===== src/rtl/key_search_dispatcher.sv =====
// key_search_dispatcher
// Hands consecutive key candidates from [key_lo, key_hi] to NUM_CH decrypt
// cores over a round-robin req/ack handshake, remembers the key each core
// holds, and stops on the first reported match or when the range runs dry.
//
// state     | meaning
// ----------+-----------------------------------------------------------
// S_IDLE    | after reset, waiting for start
// S_RUN     | dispatching keys, watching found/req
// S_DONE_OK | a core reported a match; result_key/result_ch hold it
// S_DONE_FL | range exhausted with every issued key retired, no match
module key_search_dispatcher #(
    parameter int KEY_W  = 24,
    parameter int NUM_CH = 4,
    localparam int CH_W  = (NUM_CH > 1) ? $clog2(NUM_CH) : 1
) (
    input  logic              clk,
    input  logic              reset_n,
    input  logic              start,
    input  logic [KEY_W-1:0]  key_lo,
    input  logic [KEY_W-1:0]  key_hi,
    input  logic [NUM_CH-1:0] req,
    input  logic [NUM_CH-1:0] found,
    output logic [NUM_CH-1:0] ack,
    output logic [KEY_W-1:0]  key_out,
    output logic [CH_W-1:0]   key_ch,
    output logic              busy,
    output logic              done,
    output logic              success,
    output logic [KEY_W-1:0]  result_key,
    output logic [CH_W-1:0]   result_ch
);

    localparam logic [1:0] S_IDLE    = 2'd0;
    localparam logic [1:0] S_RUN     = 2'd1;
    localparam logic [1:0] S_DONE_OK = 2'd2;
    localparam logic [1:0] S_DONE_FL = 2'd3;

    logic [1:0]        state_q,   state_d;
    // one extra bit so that key_hi = all-ones terminates instead of wrapping
    logic [KEY_W:0]    cnt_q,     cnt_d;
    logic [KEY_W-1:0]  hi_q,      hi_d;
    logic [NUM_CH-1:0] outst_q,   outst_d;
    logic [CH_W-1:0]   ptr_q,     ptr_d;
    logic [NUM_CH-1:0] ack_q,     ack_d;
    logic [KEY_W-1:0]  key_out_q, key_out_d;
    logic [CH_W-1:0]   key_ch_q,  key_ch_d;
    logic [KEY_W-1:0]  res_key_q, res_key_d;
    logic [CH_W-1:0]   res_ch_q,  res_ch_d;
    logic [KEY_W-1:0]  chan_key_q [NUM_CH];

    logic              chan_we;
    logic              chan_clr;
    logic [NUM_CH-1:0] found_hit;
    logic [NUM_CH-1:0] elig;
    logic [NUM_CH-1:0] outst_nx;
    logic [CH_W-1:0]   hit_ch;
    logic [CH_W-1:0]   gnt_ch;
    logic              gnt_ok;
    int                rr_idx;

    assign found_hit = found & outst_q;
    // a channel still showing req during its ack cycle must not be granted twice
    assign elig      = req & ~ack_q;

    // lowest-numbered channel reporting a match on a key it actually holds
    always_comb begin
        hit_ch = '0;
        for (int i = NUM_CH - 1; i >= 0; i--) begin
            if (found_hit[i]) hit_ch = CH_W'(i);
        end
    end

    // round-robin pick: first eligible requester at or after the pointer
    always_comb begin
        gnt_ch = '0;
        gnt_ok = 1'b0;
        rr_idx = 0;
        for (int i = 0; i < NUM_CH; i++) begin
            rr_idx = int'(ptr_q) + i;
            if (rr_idx >= NUM_CH) rr_idx = rr_idx - NUM_CH;
            if (!gnt_ok && elig[rr_idx]) begin
                gnt_ok = 1'b1;
                gnt_ch = CH_W'(rr_idx);
            end
        end
    end

    // next-state and datapath updates for the sequencer
    always_comb begin
        state_d   = state_q;
        cnt_d     = cnt_q;
        hi_d      = hi_q;
        outst_d   = outst_q;
        ptr_d     = ptr_q;
        ack_d     = '0;
        key_out_d = key_out_q;
        key_ch_d  = key_ch_q;
        res_key_d = res_key_q;
        res_ch_d  = res_ch_q;
        chan_we   = 1'b0;
        chan_clr  = 1'b0;
        outst_nx  = outst_q & ~req;
        case (state_q)
            S_RUN: begin
                if (|found_hit) begin
                    res_key_d = chan_key_q[hit_ch];
                    res_ch_d  = hit_ch;
                    state_d   = S_DONE_OK;
                end else begin
                    if ((cnt_q <= {1'b0, hi_q}) && gnt_ok) begin
                        ack_d[gnt_ch]    = 1'b1;
                        key_out_d        = cnt_q[KEY_W-1:0];
                        key_ch_d         = gnt_ch;
                        chan_we          = 1'b1;
                        outst_nx[gnt_ch] = 1'b1;
                        cnt_d            = cnt_q + 1'b1;
                        ptr_d            = (gnt_ch == CH_W'(NUM_CH - 1)) ? '0 : gnt_ch + 1'b1;
                    end
                    outst_d = outst_nx;
                    if ((cnt_q > {1'b0, hi_q}) && (outst_nx == '0)) begin
                        state_d = S_DONE_FL;
                    end
                end
            end
            default: begin
                if (start) begin
                    cnt_d    = {1'b0, key_lo};
                    hi_d     = key_hi;
                    outst_d  = '0;
                    chan_clr = 1'b1;
                    ptr_d    = '0;
                    state_d  = S_RUN;
                end
            end
        endcase
    end

    // control and output registers, synchronous active-low reset
    always_ff @(posedge clk) begin
        if (!reset_n) begin
            state_q   <= S_IDLE;
            cnt_q     <= '0;
            hi_q      <= '0;
            outst_q   <= '0;
            ptr_q     <= '0;
            ack_q     <= '0;
            key_out_q <= '0;
            key_ch_q  <= '0;
            res_key_q <= '0;
            res_ch_q  <= '0;
        end else begin
            state_q   <= state_d;
            cnt_q     <= cnt_d;
            hi_q      <= hi_d;
            outst_q   <= outst_d;
            ptr_q     <= ptr_d;
            ack_q     <= ack_d;
            key_out_q <= key_out_d;
            key_ch_q  <= key_ch_d;
            res_key_q <= res_key_d;
            res_ch_q  <= res_ch_d;
        end
    end

    // per-channel record of the key last handed out
    always_ff @(posedge clk) begin
        if (!reset_n || chan_clr) begin
            for (int i = 0; i < NUM_CH; i++) chan_key_q[i] <= '0;
        end else if (chan_we) begin
            chan_key_q[gnt_ch] <= cnt_q[KEY_W-1:0];
        end
    end

    assign ack        = ack_q;
    assign key_out    = key_out_q;
    assign key_ch     = key_ch_q;
    assign busy       = (state_q == S_RUN);
    assign done       = (state_q == S_DONE_OK) || (state_q == S_DONE_FL);
    assign success    = (state_q == S_DONE_OK);
    assign result_key = res_key_q;
    assign result_ch  = res_ch_q;

endmodule


===== config.mk =====
export PLATFORM = sky130hd
export DESIGN_NAME = key_search_dispatcher
export DESIGN_NICKNAME = d
export VERILOG_FILES = /design/src/rtl/key_search_dispatcher.sv
export SDC_FILE = /design/constraint.sdc
export NUM_CORES = 1
export LEC_CHECK = 0
export ABC_AREA = 1
export CAP_MARGIN = 20
export CORE_ASPECT_RATIO = 1.2
export CORE_UTILIZATION = 43
export CTS_CLUSTER_DIAMETER = 80
export DETAILED_ROUTE_END_ITERATION = 8
export PLACE_DENSITY = 0.65
export SLEW_MARGIN = 0
export SYNTH_ARGS = -nofsm -noshare
export SYNTH_HDL_FRONTEND = slang
export SYNTH_SLANG_ARGS = --single-unit

===== constraint.sdc =====
create_clock -name clk -period 5.61 [get_ports clk]
set_input_delay 0.8415 -clock clk [delete_from_list [all_inputs] [get_ports clk]]
set_output_delay 0.8415 -clock clk [all_outputs]
set_load 0.01 [all_outputs]

==> results of run 1 <==
## cell usage in the layout, fill, tap and decap left out, types with 2 or more instances in the layout
cell type	synthesis	layout
nand2_4	3	3
nand2_2	2	2
o21ai_0	133	132
clkinvlp_4	0	4
inv_2	5	5
o21ai_2	2	3
clkinv_2	0	5
dfxtp_1	113	113
inv_1	111	111
o211ai_1	3	3
nor3_2	20	20
o21ai_1	4	4
ha_1	29	29
clkbuf_1	43	2
clkinv_1	2	5
clkbuf_16	0	24
clkdlybuf4s50_1	0	117
nor3_1	14	14
nor2_1	207	205
nand2_1	182	182
nand3b_1	2	2
buf_4	2	14
nand4_1	3	3
clkbuf_2	0	2
xor2_1	12	12
a21oi_1	85	85
nor4_1	2	2
nand3_1	27	27
a211oi_1	2	2
buf_8	0	2
nor2_2	1	3
a31oi_1	6	6
edfxtp_1	96	96
a311oi_1	3	3
o22ai_1	25	25
## worst max-delay path by stage
stage | startpoint | endpoint | slack (ns) | depth (start not counted)
floorplan | req[3] | chan_key_q[1][0] | 1.51 | 8
global placement | req[3] | chan_key_q[1][4] | 1.43 | 9
detailed placement | req[3] | chan_key_q[1][7] | 1.37 | 9
CTS | req[3] | chan_key_q[1][6] | 1.86 | 9
global route | cnt_q[8] | chan_key_q[2][3] | 1.68 | 15
finish | cnt_q[8] | chan_key_q[2][7] | 1.97 | 15
## cells in the mapped netlist (all sizes together) (2+ instances only)
master | instances | share of area (%)
o211ai | 3 | 0.23
xor2 | 12 | 1.1
nor2 | 209 | 8.1
nand3b | 2 | 0.15
a311oi | 3 | 0.27
o22ai | 25 | 1.6
edfxtp | 96 | 29
a21oi | 85 | 4.3
o21ai | 139 | 7.2
nand4 | 3 | 0.19
dfxtp | 113 | 23
a31oi | 6 | 0.38
clkinv | 2 | 0.077
nor4 | 2 | 0.13
nand2 | 187 | 7.4
clkbuf | 43 | 1.6
nor3 | 35 | 2.9
inv | 116 | 4.4
ha | 29 | 3.7
a211oi | 2 | 0.15
nand3 | 28 | 1.5
buf | 19 | 1.4
## metrics by stage
step / util, % / instance area [µm²] / power (mW) / instances / setup WS, ns
finish: 53.1 / 11900 / 5.92 / 1557 / 1.97
global route: 53.1 / 11900 / 6.33 / 1557 / 1.68
CTS: 53.0 / 11900 / 5.94 / 1556 / 1.86
detailed placement: 49.9 / 11200 / 4.56 / 1516 / 1.37
global placement: 49.9 / 11200 / 4.50 / 1515 / 1.43
floorplan: - / 9810 / 3.82 / 1167 / 1.51
## layout make-up
type | count | share of cell area (%)
Tap cell | 279 | 2.94
Clock inverter | 12 | 0.559
Multi-Input combinational cell | 778 | 33.2
Inverter | 118 | 3.73
Sequential cell | 209 | 43.3
Clock buffer | 28 | 5.21
Timing Repair Buffer | 133 | 11.0
## per-layer routing
layer | vias to the layer above | wire, µm
li1 | 4064 | -
met1 | 3761 | 11000
met2 | 259 | 11400
met3 | 37 | 1420
met4 | 0 | 434
met5 | - | 0
## sequential cells by signal (all words and copies together), names as in the netlist
| register | cells |
|---|---|
| key_out | 24 |
| hi_q | 24 |
| state_q | 2 |
| cnt_q | 25 |
| ptr_q | 2 |
| chan_key_q | 96 |
| ack | 4 |
| result_ch | 2 |
| result_key | 24 |
| key_ch | 2 |
| outst_q | 4 |
## report_power, final
| group | internal [mW] | switching (mW) | total, mW |
|---|---|---|---|
| Clock | 0.782 | 0.598 | 1.38 |
| Combinational | 0.750 | 1.53 | 2.28 |
| Sequential | 1.99 | 0.272 | 2.26 |
| Total | 3.52 | 2.40 | 5.92 |
## cells by family after synthesis
kind of cell | Yosys count | synth area share (%)
adder cells (fa/ha/maj) | 29 | 3.70
buffers and inverters | 180 | 7.55
XOR/XNOR | 13 | 1.16
flip-flops | 209 | 52.5
AND/OR/NAND/NOR | 467 | 20.5
AO/OA/AOI/OAI | 269 | 14.6
## worst reg2reg max path, delay by kind of cell (launching register included)
family	cells	cell delay, ns
DFF	1	0.37
buffers and inverters	3	0.72
and+or+nand+nor	11	1.89
adders and majority gates	1	0.32
==> summary.md, run 1 <==
| Metric | Value |
|---|---|
| R2r endpoint | chan_key_q[2][7] |
| Final setup violation count | 0 |
| TritonCTS Sinks | 209 |
| Setup Fix Bufs, Post-CTS | 0 |
| Post-Syn Area | 0.00981 mm² |
| Syn_nets | 1,255 |
| Final Cycle Share | 64.9% |
| Gr busiest metal | met2 |
| Max-slew violations | 0 |
| GP Congestion | 0.876 |
| Vias in the first global route | 7,509 |
| Hold path cells | 2 |
| Req. time, crit path | 5.79 ns |
| GRT Util Overall | 20.7% |
| Ports | 118 |
| CTS Root Buffer Type | clkbuf_16 |
| Prevailing post-synth register cell | dfxtp_1 |
| Normalized max-slew margin | 36.7% |
| CTS tree | yes |
| Largest delay share family, worst path | simple AND/OR/NAND/NOR gates |
| Worst-path clk slew | 0.06 ns |
| Worst flop-to-flop path startpoint | cnt_q[8] |
| Starting density of the core | 43.8% |
| Worst-path fanout max | 30 |
| Post-synthesis cell count | 1,167 |
| Setup TNS | 0 ns |
| Number of buffers and inverters on the critical path | 3 |
| Routed WL | 24.3 mm |
| Die height | 167 µm |
| Yosys cell types | 43 |
| Leak pwr | 4.72 nW |
| R2R cell count | 15 |
| Routed Antenna Nets | 0 |
| Largest net degree at the start of global routing | 61 |
| Antenna Cells | 0 |
| H-tree levels | 1 |
| Final Hold Vio Count | 0 |
| Multi-input gate area | 0.00394 mm² |
| Worst hold-check path type | reg2reg |
| Number of synthesized register bits | 209 |
| Hold_sp | hi_q[15] |
| Met1 usage | 28.3% |
| Cells along the critical path | ha_1, nand2_1, nor2_1, nand2_1, nor4_1, nand3_1, nand2_1, nand3_2, buf_4, inv_2, nand2_2, nor2_4, nand2_4, nand2_1, buf_4 |
| First-pass GRT wire length | 39.0 mm |
| Syn Area/Cell | 8.40 µm² |
| Vias per std cell | 5.22 |
| Fillers | 2,084 |
| Status | finished, final reports clean |
| Post-CTS resize count | 0 |
| Layout area overhead | 21.1% |
| Flop2flop setup slack | 1.97 ns |
| Pwr Density | 499 mW/mm² |
| Layout cells sized above 1 | 7.28% |
| Vias | 8,121 |
| Ys Warns | 0 |
| Synth async-reset ratio | 0% |
| Worst Hold End | hi_q[15] |
| Row cnt | 60 |
| Slew of the pin with the lowest slew margin | 0.945 ns |
| M3 GR Usage | 2.77% |
| Max-cap viol count | 0 |
| Clock latency on the worst-skew pair | 0.51 ns |
| Max VDD drop | 0.240 mV |
| Reg area | 0.00514 mm² |
| Final hold slack | 0.460 ns |
| Sequential share of the synthesized area | 52.5% |
| TritonCTS Buffers | 22 |
| Core area | 0.0224 mm² |
| Global route total overflow | 0 |
| Nets@finish | 1,350 |
| Die Span X | 140 µm |
| DRT Pass-1 Iters | 5 |
| Critical Path Start Type | flip-flop |
| Hpwl dp | 16.9 mm |
| Most used cell, CP | nand2_1 |
| WL per Instance | 15.6 µm |
| CP Class | reg2reg |
| Fmax | 275 MHz |
| Global-route met2 utilization | 34.4% |
| RSZ-0062 raised after global routing | false |
| Crit path capture type | flip-flop |
| CP arrival | 3.82 ns |
| Residual DRC count | 0 |
| Initial antenna violation count | 0 |
| Number of synthesized flops with an enable pin | 96 |
| Post-route minimum period | 3.64 ns |
| Slowest Stage Delay on Critical Path | 0.37 ns |
| Slowest-stage cell, CP | dfxtp_1 |
| Die area | 0.0234 mm² |
| Post-CTS Hold Buffers | 0 |
| DR iter-0 viols | 764 |
| Port buffer count | 117 |
| Clock skew | 0.0108 ns |
| Clk buf depth | 3 |
Note: power is estimated with default switching activity, not from simulation.
==> inputs of run 2 (changes only) <==
Settings changed: PLACE_DENSITY 0.65 to 0.68.
Clock period 5.61 ns to 2.9 ns, I/O delays scaled along.
==> run 2 against run 1 <==
Sequential power is 84% higher. Fmax rose by 33%. Count of clock-buffer cells in the layout is 5 higher. Register-to-register slack lost 1.8 ns. Hold slack worse by 0.0065 ns. Non-clock buffer count up 44. Wire length increased by 4.2%.
==> summary.md, run 2 (same netlist as run 1, synthesis figures left out) <==
| Metric | Value |
|---|---|
| Status | finished, final reports clean |
| Ports | 118 (unchanged) |
| Final Instance Area | 0.0124 mm² (+4.2%) |
| GP Congestion | 0.847 (-3.3%) |
| Vias | 8,281 (+2.0%) |
| Max-slew violations | 0 (unchanged) |
| RSZ-0062 raised after global routing | false |
| H-tree levels | 1 (unchanged) |
| CP arrival | 2.93 ns (-0.89 ns) |
| Top Registers | chan_key_q (96), cnt_q (25) |
| WL per Instance | 15.8 µm (+1.3%) |
| Util after Layout | 55.3% (+2.3 points) |
| Post-CTS resize count | 0 (unchanged) |
| First-pass GRT wire length | 40.4 mm (+3.5%) |
| Slew of the pin with the lowest slew margin | 0.754 ns (-0.191 ns) |
| Layout cells sized above 1 | 10.7% (+3.5 points) |
| Combinational share of power | 42.3% (+3.8 points) |
| Die Span X | 140 µm (unchanged) |
| Nets@finish | 1,394 (+3.3%) |
| Post-CTS Hold Buffers | 0 (unchanged) |
| GRT Util Overall | 21.7% (+0.94 points) |
| Post-route minimum period | 2.73 ns (-0.909 ns) |
| Hpwl dp | 17.4 mm (+2.9%) |
| Cells along the critical path | inv_1, ha_1, nand2_1, nor2_2, nand2_1, nor4_1, nand3_1, nand2_2, nand3_2, inv_2, nand2_2, nor2_4, nand2_4, nand2_1, buf_12 |
| Residual DRC count | 0 (unchanged) |
| Fillers | 2,032 (-2.5%) |
| Antenna Cells | 0 (unchanged) |
| Slowest Stage Delay on Critical Path | 0.32 ns (-0.05 ns) |
| Initial antenna violation count | 0 (unchanged) |
| CP Class | reg2reg |
| Clock latency on the worst-skew pair | 0.51 ns (about the same) |
| Leak pwr | 5.02 nW (+6.3%) |
| Req. time, crit path | 3.10 ns (-2.69 ns) |
| CTS tree | yes |
| Vias per std cell | 5.17 (-0.83%) |
| Commonest non-fill, non-tap cell in the layout | nor2_1 |
| Largest Register | chan_key_q |
| Global route total overflow | 0 (unchanged) |
| Clk pwr share | 23.8% (+0.5 points) |
| Vias in the first global route | 7,896 (+5.2%) |
| Most used cell, CP | nand2_1 |
| Reg area | 0.00514 mm² (unchanged) |
| Multi-input gate area | 0.00396 mm² (+0.35%) |
| Worst-path fanout max | 24 (-20%) |
| Worst hold-check path type | reg2reg |
| Critical Path Start Type | flip-flop |
| Sw frac | 39.1% (-1.5 points) |
| Pwr Density | 991 mW/mm² (+99%) |
| Largest register FFs | 96 (unchanged) |
| Die area | 0.0234 mm² (unchanged) |
| Clock skew | 0.0182 ns (+0.00741 ns) |
| Setup TNS | 0 ns (unchanged) |
| Max VDD drop | 0.617 mV (+160%) |
| Commonest non-fill, non-tap cells in the layout | nor2_1 (204), nand2_1 (180), o21ai_0 (132) |
| CTS Root Buffer Type | clkbuf_16 |
| DR iter-0 viols | 562 (-26%) |
| TritonCTS Sinks | 209 (unchanged) |
| Largest net degree at the start of global routing | 61 (unchanged) |
| Pint | 7.47 mW (+110%) |
| TritonCTS Buffers | 22 (unchanged) |
| Normalized max-slew margin | 49.7% (+13 points) |
| Routed WL | 25.3 mm (+4.2%) |
| Core area | 0.0224 mm² (unchanged) |
| Psw | 4.79 mW (+100%) |
| Final setup violation count | 0 (unchanged) |
| Fmax | 366 MHz (+33%) |
| Row cnt | 60 (unchanged) |
| Crit path capture type | flip-flop |
| Max-cap viol count | 0 (unchanged) |
| Slowest-stage cell, CP | dfxtp_1 |
| Clk buf depth | 3 (unchanged) |
| DP Area | 0.0116 mm² (+3.8%) |
| DRT Pass-1 Iters | 5 (unchanged) |
| Final Cycle Share | 94.1% (+29 points) |
| Worst-path clk slew | 0.06 ns (about the same) |
| Routed Antenna Nets | 0 (unchanged) |
| Port buffer count | 117 (unchanged) |
| Flop pwr share | 33.9% (-4.3 points) |
| Die height | 167 µm (unchanged) |
| Final Hold Vio Count | 0 (unchanged) |
| Layout area overhead | 26.2% |
| Setup Fix Bufs, Post-CTS | 0 (unchanged) |
| Starting density of the core | 43.8% (unchanged) |
## run 2: power groups by stage
| stage | Sequential [mW] | Combinational, mW | Clock (mW) |
|---|---|---|---|
| floorplan | 4.30 | 3.13 | 0 |
| global placement | 4.20 | 5.03 | 0 |
| detailed placement | 4.22 | 5.10 | 0 |
| CTS | 4.16 | 5.15 | 2.96 |
| global route | 4.23 | 5.71 | 3.08 |
| finish | 4.16 | 5.18 | 2.92 |
## run 2: metal layers
| layer | wire, µm | global-route usage, % | vias up |
|---|---|---|---|
| li1 | - | - | 4159 |
| met1 | 10800 | 27.4 | 3827 |
| met2 | 12400 | 38.3 | 254 |
| met3 | 1550 | 2.95 | 41 |
| met4 | 561 | 6.45 | 0 |
| met5 | 0 | 0 | - |
## run 2: critical path, delay by kind of cell (launching register included)
kind,cells,cell delay [ns]
and+or+nand+nor,11,1.48
buffers and inverters,3,0.36
DFF,1,0.32
adders and majority gates,1,0.29
## run 2: cell type report
class | instances | area share [%]
repair buffers | 177 | 13.8
inverters | 118 | 3.58
clock buffers | 33 | 5.70
flip-flops and latches | 209 | 41.6
multi-input cells | 778 | 32.0
clock inverters | 7 | 0.536
well taps | 279 | 2.82
## run 2: final timing paths
check / start / end / slack (ns) / depth (start not counted)
max: hi_q[8] / chan_key_q[2][3] / 0.17 / 15
max reg2reg: hi_q[8] / chan_key_q[2][3] / 0.17 / 15
min reg2reg: hi_q[5] / hi_q[5] / 0.45 / 2
min: hi_q[5] / hi_q[5] / 0.45 / 2
## run 2: per-stage QoR
step	instances	hold WS (ns)	power [mW]	setup slack, ns
global placement	1561	0.445	9.23	0.0650
global route	1601	0.473	13.0	0.0105
finish	1601	0.453	12.3	0.170
detailed placement	1561	0.450	9.32	-0.0441
floorplan	1167	0.433	7.42	0.00199
CTS	1601	0.459	12.3	0.0578
==> inputs of run 3 (changes only) <==
Settings changed: CTS_CLUSTER_SIZE set to 10.
==> run 3 against run 2 <==
Cell count is essentially flat. Total power fell by 1.9%. Highest routed layer unchanged. Largest cell class unchanged. Critical endpoint is now cnt_q[7]. Largest power group unchanged. Clock power decreased by 7.5%.
==> summary.md, run 3 (same netlist as run 1, synthesis figures left out) <==
| Metric | Value |
|---|---|
| Status | finished, final reports clean |
| CP arrival | 3.14 ns (+0.21 ns) |
| Row cnt | 60 (unchanged) |
| Starting density of the core | 43.8% (unchanged) |
| Sw frac | 39.5% (+0.39 points) |
| DRT Pass-1 Iters | 5 (unchanged) |
| Residual DRC count | 0 (unchanged) |
| Worst-path clk slew | 0.05 ns (about the same) |
| Vias per std cell | 5.18 (+0.17%) |
| Flop pwr share | 34.6% (+0.7 points) |
| Die Span X | 140 µm (unchanged) |
| Worst hold-check path type | reg2reg |
| Max VDD drop | 0.639 mV (+3.5%) |
| Tot Pwr | 12.0 mW (-1.9%) |
| Slowest Stage Delay on Critical Path | 0.30 ns (-0.02 ns) |
| Crit path capture type | flip-flop |
| Largest delay share family, worst path | simple AND/OR/NAND/NOR gates |
| GP Congestion | 0.847 (unchanged) |
| Hpwl dp | 17.4 mm (unchanged) |
| RSZ-0062 raised after global routing | false |
| Routed WL | 25.2 mm (-0.49%) |
| Clk buf depth | 3 (unchanged) |
| Critical Path Start Type | flip-flop |
| Port buffer count | 117 (unchanged) |
| Psw | 4.75 mW (-0.87%) |
| Slowest-stage cell, CP | dfxtp_1 |
| Core area | 0.0224 mm² (unchanged) |
| Pint | 7.28 mW (-2.5%) |
| Post-CTS resize count | 0 (unchanged) |
| Final Hold Vio Count | 0 (unchanged) |
| Max-cap viol count | 0 (unchanged) |
| TritonCTS Sinks | 209 (unchanged) |
| Slew of the pin with the lowest slew margin | 0.740 ns (-0.0142 ns) |
| CP Class | reg2reg |
| Worst setup margin | 0.168 ns (-0.00240 ns) |
| Pwr Density | 979 mW/mm² (-1.2%) |
| DP Area | 0.0116 mm² (unchanged) |
| Layout cells sized above 1 | 9.98% (-0.76 points) |
| Util after Layout | 54.9% (-0.37 points) |
| Setup Fix Bufs, Post-CTS | 0 (unchanged) |
| Max-slew violations | 0 (unchanged) |
| Clock latency on the worst-skew pair | 0.51 ns (about the same) |
| Final Instance Area | 0.0123 mm² (-0.67%) |
| DR iter-0 viols | 533 (-5.2%) |
| Cells along the critical path | inv_1, ha_1, nand2_1, nor2_2, nand2_1, nor4_1, nand3_1, nand2_2, nand3_2, buf_4, nand2_2, buf_12, o21ai_0, a221oi_2 |
| Combinational share of power | 42.9% (+0.6 points) |
| Largest Register | chan_key_q |
| Global route total overflow | 0 (unchanged) |
| Req. time, crit path | 3.31 ns (+0.21 ns) |
| DP Cell Count | 1,561 (unchanged) |
| Worst-path fanout max | 42 (+75%) |
| Initial antenna violation count | 0 (unchanged) |
| Commonest non-fill, non-tap cell in the layout | nor2_1 |
| GRT Util Overall | 21.6% (-0.024 points) |
| Setup TNS | 0 ns (unchanged) |
| Vias | 8,300 (+0.23%) |
| Final setup violation count | 0 (unchanged) |
| CTS Root Buffer Type | clkbuf_16 |
| Clk pwr share | 22.5% (-1.3 points) |
| Nets@finish | 1,396 (+0.14%) |
| Vias in the first global route | 7,931 (+0.44%) |
| CTS tree | yes |
| Clock skew | 0.0104 ns (-0.00779 ns) |
| First-pass GRT wire length | 40.3 mm (-0.15%) |
| Number of buffers and inverters on the critical path | 3 (unchanged) |
| Final hold slack | 0.453 ns (-0.000538 ns) |
| Ports | 118 (unchanged) |
| Commonest non-fill, non-tap cells in the layout | nor2_1 (204), nand2_1 (180), o21ai_0 (132) |
| Post-CTS Hold Buffers | 0 (unchanged) |
| Die height | 167 µm (unchanged) |
| WL per Instance | 15.7 µm (-0.55%) |
| Top Registers | chan_key_q (96), cnt_q (25) |
| Largest net degree at the start of global routing | 61 (unchanged) |
| Largest register FFs | 96 (unchanged) |
| Setup WS pre-CTS | -0.0441 ns (unchanged) |
| H-tree levels | 1 (unchanged) |
| Final Cycle Share | 94.2% (about the same) |
| Die area | 0.0234 mm² (unchanged) |
| TritonCTS Buffers | 24 (+9.1%) |
| Routed Antenna Nets | 0 (unchanged) |
| Fillers | 2,056 (+1.2%) |
| Non-filler instance count after layout | 1,602 (+0.062%) |
| Fmax | 366 MHz (about the same) |
| Layout area overhead | 25.4% |
| Antenna Cells | 0 (unchanged) |
| Leak pwr | 4.97 nW (-1.1%) |
| Normalized max-slew margin | 50.6% (+0.94 points) |
| Post-route minimum period | 2.73 ns (+0.00240 ns) |
run 3: cell types whose count changed in the layout (fill, tap and decap cells not counted), sizes merged:
cell	previous run	this run
clkinv	6	1
bufinv	1	0
inv	117	116
clkbuf	33	41
run 3: path summary, 6_finish.rpt:
kind,startpoint,to,slack (ns),cells after the start
setup / recovery,hi_q[8],cnt_q[7],0.17,14
hold reg to reg,hi_q[5],hi_q[5],0.45,2
hold / removal,hi_q[5],hi_q[5],0.45,2
setup reg to reg,hi_q[8],cnt_q[7],0.17,14
run 3: per-layer routing:
| metal | vias up | part of all wire [%] | global-route usage (%) |
|---|---|---|---|
| met5 | - | 0 | 0 |
| met3 | 32 | 6.0 | 3.52 |
| li1 | 4156 | - | - |
| met1 | 3852 | 44 | 27.5 |
| met4 | 0 | 2.2 | 6.74 |
| met2 | 260 | 48 | 37.5 |
run 3: cell type report:
class | instances | area [µm²] | area share (%)
clock buffer | 41 | 686 | 5.58
inverter | 118 | 447 | 3.63
multi-input combinational | 778 | 3960 | 32.2
sequential | 209 | 5140 | 41.9
tap | 279 | 349 | 2.84
timing repair buffer | 177 | 1710 | 13.9
run 3: power groups by stage:
stage | logic (mW) | clock network [mW] | registers [mW]
global route | 5.71 | 2.88 | 4.23
floorplan | 3.13 | 0 | 4.30
finish | 5.17 | 2.70 | 4.16
detailed placement | 5.10 | 0 | 4.22
CTS | 5.14 | 2.74 | 4.16
global placement | 5.03 | 0 | 4.20
run 3: worst register-to-register path, stage by stage, from the launching register on:
cell and delay [ns]:
dfxtp_1 0.30, inv_1 0.05, ha_1 0.29, nand2_1 0.08
nor2_2 0.16, nand2_1 0.09, nor4_1 0.18, nand3_1 0.25
nand2_2 0.17, nand3_2 0.13, buf_4 0.21, nand2_2 0.12
buf_12 0.21, o21ai_0 0.15, a221oi_2 0.25
